<file path="src/rtl/slave_port_arbiter_if.sv">
// Master-side and slave-side handshake bundle for one crossbar slave port
// shared by M masters, plus arbiter status.
interface slave_port_arbiter_if #(
    parameter int N = 32,
    parameter int M = 2
);
    localparam int GW = $clog2(M);

    logic [M-1:0]   m_req;
    logic [M*N-1:0] m_addr;
    logic [M-1:0]   m_cmd;
    logic [M*N-1:0] m_wdata;
    logic [M-1:0]   m_ack;
    logic [M*N-1:0] m_rdata;
    logic           slave_req;
    logic [N-1:0]   slave_addr;
    logic           slave_cmd;
    logic [N-1:0]   slave_wdata;
    logic           slave_ack;
    logic [N-1:0]   slave_rdata;
    logic           busy;
    logic [GW-1:0]  grant_idx;

    // slave: the arbiter's own view (it serves the masters' requests)
    modport slave (
        input  m_req, m_addr, m_cmd, m_wdata, slave_ack, slave_rdata,
        output m_ack, m_rdata, slave_req, slave_addr, slave_cmd, slave_wdata,
               busy, grant_idx
    );

    // master: the environment side (masters plus the downstream slave)
    modport master (
        output m_req, m_addr, m_cmd, m_wdata, slave_ack, slave_rdata,
        input  m_ack, m_rdata, slave_req, slave_addr, slave_cmd, slave_wdata,
               busy, grant_idx
    );
endinterface

</file>
<file path="src/rtl/slave_port_arbiter.sv">
// Round-robin arbiter that locks one of M masters onto a single slave port
// until its transaction is acked (or the master aborts by dropping req).

module slave_port_arbiter_lane #(
    parameter int N = 32
) (
    input  logic         sel,
    input  logic         slave_ack,
    input  logic [N-1:0] slave_rdata,
    output logic         ack,
    output logic [N-1:0] rdata
);
    assign ack   = sel & slave_ack;
    assign rdata = sel ? slave_rdata : '0;
endmodule

module slave_port_arbiter #(
    parameter int N = 32,
    parameter int M = 2
) (
    input  logic               clk,
    input  logic               rst,
    slave_port_arbiter_if.slave bus
);
    localparam int GW = $clog2(M);

    typedef enum logic {IDLE, BUSY} state_t;

    state_t                state;
    logic [GW-1:0]         grant_idx;
    logic [GW-1:0]         last;
    logic [GW-1:0]         pick;
    logic                  any_req;
    int                    idx;
    logic [M-1:0][N-1:0]   addr_v;
    logic [M-1:0][N-1:0]   wdata_v;
    logic [M-1:0][N-1:0]   rdata_v;
    logic [M-1:0]          ack_v;
    logic                  busy_st;

    assign addr_v  = bus.m_addr;
    assign wdata_v = bus.m_wdata;
    assign busy_st = (state == BUSY);

    // First requester strictly after the last-served master, wrapping mod M.
    always_comb begin
        pick    = '0;
        any_req = 1'b0;
        idx     = 0;
        for (int k = 1; k <= M; k++) begin
            idx = (int'(last) + k) % M;
            if (!any_req && bus.m_req[GW'(idx)]) begin
                any_req = 1'b1;
                pick    = GW'(idx);
            end
        end
    end

    always_ff @(posedge clk or posedge rst) begin
        if (rst) begin
            state     <= IDLE;
            grant_idx <= '0;
            last      <= GW'(M - 1);
        end else begin
            case (state)
                IDLE: begin
                    if (any_req) begin
                        grant_idx <= pick;
                        state     <= BUSY;
                    end
                end
                BUSY: begin
                    // Completion and abort (req dropped) both release the lock.
                    if (bus.slave_ack || !bus.m_req[grant_idx]) begin
                        last  <= grant_idx;
                        state <= IDLE;
                    end
                end
                default: state <= IDLE;
            endcase
        end
    end

    assign bus.slave_req   = busy_st & bus.m_req[grant_idx];
    assign bus.slave_addr  = busy_st ? addr_v[grant_idx]  : '0;
    assign bus.slave_cmd   = busy_st & bus.m_cmd[grant_idx];
    assign bus.slave_wdata = busy_st ? wdata_v[grant_idx] : '0;
    assign bus.busy        = busy_st;
    assign bus.grant_idx   = grant_idx;

    for (genvar i = 0; i < M; i++) begin : g_lane
        slave_port_arbiter_lane #(.N(N)) u_lane (
            .sel         (busy_st && (grant_idx == GW'(i))),
            .slave_ack   (bus.slave_ack),
            .slave_rdata (bus.slave_rdata),
            .ack         (ack_v[i]),
            .rdata       (rdata_v[i])
        );
    end

    assign bus.m_ack   = ack_v;
    assign bus.m_rdata = rdata_v;
endmodule

</file>
<file path="src/flat_wrapper.sv">
// flat-port wrapper written by rule: the top's interface ports become plain ports
module slave_port_arbiter_flat 
#(
    parameter int N = 32,
    parameter int M = 2
)
  (clk, rst, bus_m_req, bus_m_addr, bus_m_cmd, bus_m_wdata, bus_slave_ack, bus_slave_rdata, bus_m_ack, bus_m_rdata, bus_slave_req, bus_slave_addr, bus_slave_cmd, bus_slave_wdata, bus_busy, bus_grant_idx);
  slave_port_arbiter_if #(.N(N), .M(M)) bus_i ();
  input  logic clk;
  input  logic rst;
  input wire logic [$bits(bus_i.m_req)-1:0] bus_m_req;
  input wire logic [$bits(bus_i.m_addr)-1:0] bus_m_addr;
  input wire logic [$bits(bus_i.m_cmd)-1:0] bus_m_cmd;
  input wire logic [$bits(bus_i.m_wdata)-1:0] bus_m_wdata;
  input wire logic [$bits(bus_i.slave_ack)-1:0] bus_slave_ack;
  input wire logic [$bits(bus_i.slave_rdata)-1:0] bus_slave_rdata;
  output wire logic [$bits(bus_i.m_ack)-1:0] bus_m_ack;
  output wire logic [$bits(bus_i.m_rdata)-1:0] bus_m_rdata;
  output wire logic [$bits(bus_i.slave_req)-1:0] bus_slave_req;
  output wire logic [$bits(bus_i.slave_addr)-1:0] bus_slave_addr;
  output wire logic [$bits(bus_i.slave_cmd)-1:0] bus_slave_cmd;
  output wire logic [$bits(bus_i.slave_wdata)-1:0] bus_slave_wdata;
  output wire logic [$bits(bus_i.busy)-1:0] bus_busy;
  output wire logic [$bits(bus_i.grant_idx)-1:0] bus_grant_idx;
  assign bus_i.m_req = bus_m_req;
  assign bus_i.m_addr = bus_m_addr;
  assign bus_i.m_cmd = bus_m_cmd;
  assign bus_i.m_wdata = bus_m_wdata;
  assign bus_i.slave_ack = bus_slave_ack;
  assign bus_i.slave_rdata = bus_slave_rdata;
  assign bus_m_ack = bus_i.m_ack;
  assign bus_m_rdata = bus_i.m_rdata;
  assign bus_slave_req = bus_i.slave_req;
  assign bus_slave_addr = bus_i.slave_addr;
  assign bus_slave_cmd = bus_i.slave_cmd;
  assign bus_slave_wdata = bus_i.slave_wdata;
  assign bus_busy = bus_i.busy;
  assign bus_grant_idx = bus_i.grant_idx;
  slave_port_arbiter #(.N(N), .M(M)) u_core (.clk(clk), .rst(rst), .bus(bus_i));
endmodule
</file>
<file path="config.mk">
export PLATFORM = sky130hd
export DESIGN_NAME = slave_port_arbiter_flat
export DESIGN_NICKNAME = d
export VERILOG_FILES = /design/src/rtl/slave_port_arbiter_if.sv /design/src/rtl/slave_port_arbiter.sv /design/src/flat_wrapper.sv
export SDC_FILE = /design/constraint.sdc
export NUM_CORES = 1
export LEC_CHECK = 0
export CAP_MARGIN = 15
export CELL_PAD_IN_SITES_DETAIL_PLACEMENT = 1
export CELL_PAD_IN_SITES_GLOBAL_PLACEMENT = 1
export CORE_ASPECT_RATIO = 0.9
export CORE_MARGIN = 3
export CORE_UTILIZATION = 12
export DETAILED_ROUTE_END_ITERATION = 12
export MAX_ROUTING_LAYER = met4
export PLACE_DENSITY_LB_ADDON = 0.05
export REMOVE_ABC_BUFFERS = 1
export SLEW_MARGIN = 10
export SYNTH_ARGS = -nofsm -noshare
export SYNTH_HDL_FRONTEND = slang
export SYNTH_SLANG_ARGS = --single-unit
</file>
<file path="constraint.sdc">
create_clock -name clk -period 3.05 [get_ports clk]
set_input_delay 0.4575 -clock clk [delete_from_list [all_inputs] [get_ports clk]]
set_output_delay 0.4575 -clock clk [all_outputs]
set_load 0.01 [all_outputs]
</file>
# --- Yosys cells after proc, flatten, opt, wreduce, memory -nomap -nowiden ---
# Index checks and enable logic that the tools add are counted.
totals:
  output_inout_bits: 134
  word_cells: 45
  in_bits: 167
  regBits: 3
classes:
  n_addsub: 2
  muxes: 23
  order_cmp: 3
  bitwise: 6
  reduce_logical: 8
ops:
  columns: ["op", "n"]
  rows:
  - ["$mux W32", 8]
  - ["$mux W1", 14]
  - ["$lt A1 B3 Y1 const B", 2]
  - ["$and A1 B1 Y1", 4]
  - ["$reduce_and A2 Y1", 2]
  - ["$logic_and A1 B1 Y1", 3]
  - ["$add A1 B1 Y1 const B", 2]
  - ["$logic_not A1 Y1", 2]
  - ["$lt A1 B2 Y1 const B", 1]
  - ["$not A1 Y1", 2]
  - ["$pmux W1 S2", 1]
  - ["$logic_or A1 B1 Y1", 1]

# --- Depth between registers and ports, before layout ---
depth:
  word_depth: 10
  depth_mapped: 5
  mapped_depth_nobuf: 3

# --- Modules after synthesis ---
# A second synthesis with hierarchy kept.
hier_totals:
  hier_cells: 238
  hier_area_um2: 1786.7
modules_own_cells:
  columns: ["mod", "seq_area_each_um2", "area_each_um2", "instances", "cells_per_inst"]
  rows:
  - ["slave_port_arbiter", 76.3, 1261.2, 1, 166]
  - ["slave_port_arbiter_lane", 0.0, 262.8, 2, 36]

# --- Worst setup path after synthesis ---
# OpenSTA, ideal clock, no wires.
synth_path:
  kind: "register to output"
  startpoint: "register u_core.grant_idx (netlist: u_core.bus.grant_idx)"
  endpoint: "output bus_slave_addr[0]"
  arrival_ns: 1.116
  path_stages_with_launch: 6
  t_required_ns: 2.592
  n_path_buf: 3
  slack_ns: 1.476
  cell_sequence: "dfrtp_1 -> buf_4 -> buf_6 -> buf_12 -> mux2i_1 -> nor2_1"
synth_between:
  elab_chain_cells: 3
synth_rtl:
  columns: ["item", "line_no", "rtl"]
  rows:
  - ["start, declared", "slave_port_arbiter.sv:30", "logic [GW-1:0] grant_idx;"]
  - ["start signal, assigned", "slave_port_arbiter.sv:68", "grant_idx <= pick;"]
  - ["$mux W32 (implied by the code) (2 in series)", "slave_port_arbiter.sv:85", "assign bus.slave_addr = busy_st ? addr_v[grant_idx] : '0;"]
  - ["$mux W32", "slave_port_arbiter.sv:85", null]
  - ["end, declared", "flat_wrapper.sv:20", "output wire logic [$bits(bus_i.slave_addr)-1:0] bus_slave_addr;"]
# Every way passes these cells. The select of a mux whose other input is x is not followed.

# --- Worst setup path in the final report ---
layout_path:
  startpoint: "register u_core.grant_idx (netlist: u_core.bus.grant_idx)"
  endpoint: "output bus_slave_addr[27]"
# The elaborated chain is that of the path after synthesis.

==> impl_results.md <==
* Status: complete, no violations
* Post-synth EDFFs at 0
* Synthesized flop and latch total at 3
* Clock Latency Late Sink at roughly 0.23 ns
* Post-synth ARST share at 1.00
* Overall die width at 130 um
* H-tree depth at 1
* CTS Buf Count at 3
* Largest family of logic cells by synthesized area: simple AND/OR/NAND/NOR gates
* Setup-failing EPs final at 0
* Iteration-0 DRC Markers at 36
* Post-CTS setup buffer count at 0
* Switch share at 0.411
* Cells after Synth at 244
* Reg clk slew, reported paths at approximately 0.030 ns
* Critical path type: reg2out
* CTS tree: done
* # diodes at 0
* Slew Limit Fails at 0
* Proportion of netlist area held by the largest area contributor at 0.395
* Seq/Total Area, Yosys at 0.0456
* CTS resizes at 0
* Via count at about 2900
* Root Buffer: clkbuf_16
* DP Wirelength at 10200 um
* Antenna violations before repair at 0
* First-pass GRT wire length at 16900 um
* Yosys warns at 0
* Minimum clock period at 2.50 ns
* Gate power share at 0.849
* Worst slack at placement at 0.736 ns
* Cell Int Power at 1410 uW
* Routed len/inst at 17.3 um
* Placement Cell Area at between 4000 and 5000 sq um
* Mux share of post-synthesis cell area at 0.395
* Synth top cells by count: mux2i_1 (66), nor2_1 (66), and2_1 (33), and3_1 (33), clkbuf_1 (8)
* Routability cong. at 0.778
* Worst Hold Class: in2async
* Port buffer count at 300
* Ys flop type: dfrtp_1
* Startpoint Class: register
* Nets@finish at 695
* CTS Hold Bufs at 0
* Drt total wl at 12100 um
* Leak at 0.00200 uW
* Layout area overhead at 191%
* RSZ-0062 raised after global routing: no
* Vias in the first global route at 3042
* Avg Cell Area, Syn at 6.86 sq um
* Clk sink count at 3
* Power per cell area at roughly 490 nW/um^2
* Synth cell types at 21
* Tcrit/Tclk final at 0.818
* Clock share of power at 0.087
* Top post-synthesis cells by area: mux2i_1 (39%), nor2_1 (15%), and2_1 (12%), and3_1 (12%), buf_12 (3.6%)
* WP data required at 2.59 ns
* Filler cell count at between 1500 and 2000
* Synth Area in XOR/XNOR at 0
* Num ports at around 300
* Drc violations at 0
* GRT overflow at 0
* Compound-Gate Fraction of Synth Area at 0.0165
* Critical path endpoint category: primary output
* Final hold violations at 0
* Pin slew with the least headroom to its limit at 0.418 ns
* Flop pwr share at 0.064
* Floorplan row count at 40
* Largest net degree at the start of global routing at between 60 and 70
* Vias/cell at around 4.1
* Die Area at 15400 sq um
* Worst Setup Slack, final at 0.554 ns
* Maxcap violations at 0
* Total power at 2400 uW
* WP data arrival at roughly 2 ns
* Adder-cell area share of the yosys netlist at 0
* Initial Utilization at 0.124
* Post-synthesis simple-gate area fraction at 0.417
* Total GRT Usage at 0.144
* Fin Hold WS at 0.410 ns
* Largest area contributor in the netlist: mux2i_1
* Final Util at 0.360
* Placeable Area at 13500 sq um
* Detail Route Antenna Nets at 0
* R2R cell count at 4
* TritonRoute pass-1 iters at 4
* Critical path fanouts, max at 31
* Die height at 118 um
* Post-Synthesis Cell Area at 1670 sq um
* IR drop worst, VDD at 0.197 mV
* Clk buf depth at 2
* Psw at around 980 uW
* Max Fclk at 401 MHz
* Clock Skew at 0.00376 ns
* Final instance area at 4860 sq um
* Worst slew margin at 0.721
* Layout cells sized above 1 at 0.0266
-- flip-flops by register name, indices dropped and copies added (netlist names) --
name / cells
u_core.bus.busy: 1
u_core.bus.grant_idx: 1
u_core.last: 1
-- final timing paths --
| path | start | end | slack, ns |
|---|---|---|---|
| min in group clk | u_core.last$_DFFE_PP1P_ | u_core.last$_DFFE_PP1P_ | 0.55 |
| worst min register to register | u_core.last$_DFFE_PP1P_ | u_core.last$_DFFE_PP1P_ | 0.55 |
| max in group asynchronous | rst | u_core.last$_DFFE_PP1P_ | 2.42 |
| worst max-delay path | u_core.bus.grant_idx$_DFFE_PP0P_ | bus_slave_addr[27] | 0.55 |
| worst min-delay path | rst | u_core.bus.grant_idx$_DFFE_PP0P_ | 0.41 |
| worst max register to register | u_core.bus.grant_idx$_DFFE_PP0P_ | u_core.bus.busy$_DFF_PP0_ | 1.60 |
-- final cells by class --
cell class	instances	area, sq um	area share
sequential	3	80.1	0.0165
clock buffer	4	78.8	0.0162
timing repair buffer	307	3090	0.636
tap	168	210	0.0433
inverter	3	11.3	0.00232
multi-input combinational	210	1390	0.285
-- critical path: stages (launching register included) --
cell,delay (ns)
dfrtp_4,0.67
buf_4,0.35
mux2i_1,0.23
nor2_1,0.05
clkdlybuf4s50_1,0.50
-- power by group through the flow --
stage                     clock network, uW  registers, uW  logic, uW
after global routing                    220            165       2200
after CTS                               216            159       2080
final                                   209            153       2030
after floorplan                           0            276        853
after detailed placement                  0            160       2080
after global placement                    0            155       2070
-- per-layer routing --
metal  track usage  share of wire  wire [um]
met5             -              0          0
met4        0.0206          0.012        144
met3        0.0544           0.12       1440
met2         0.279           0.52       6270
met1         0.137           0.35       4200
-- cell families after synthesis --
logic type / after synthesis
simple gates: 139
mux: 66
buf+inv: 31
compound gates: 5
flops: 3
-- cell usage in the layout, fill, tap and decap left out, types with 2 or more instances in the layout --
master             n
and2_1            33
nand3_1            2
nand2_1            2
clkdlybuf4s50_1  300
o21ai_0            4
clkbuf_16          3
buf_4              4
buf_12             3
mux2i_1           66
inv_1              2
nor2_1            66
and3_1            33
-- per-stage QoR --
stage	TNS [ns]	instances
3_3_place_gp	0	691
5_1_grt	0	695
4_1_cts	0	695
2_1_floorplan	-88.01	216
3_5_place_dp	0	691
6_report	0	695
Note: power is estimated with default switching activity, not from simulation.
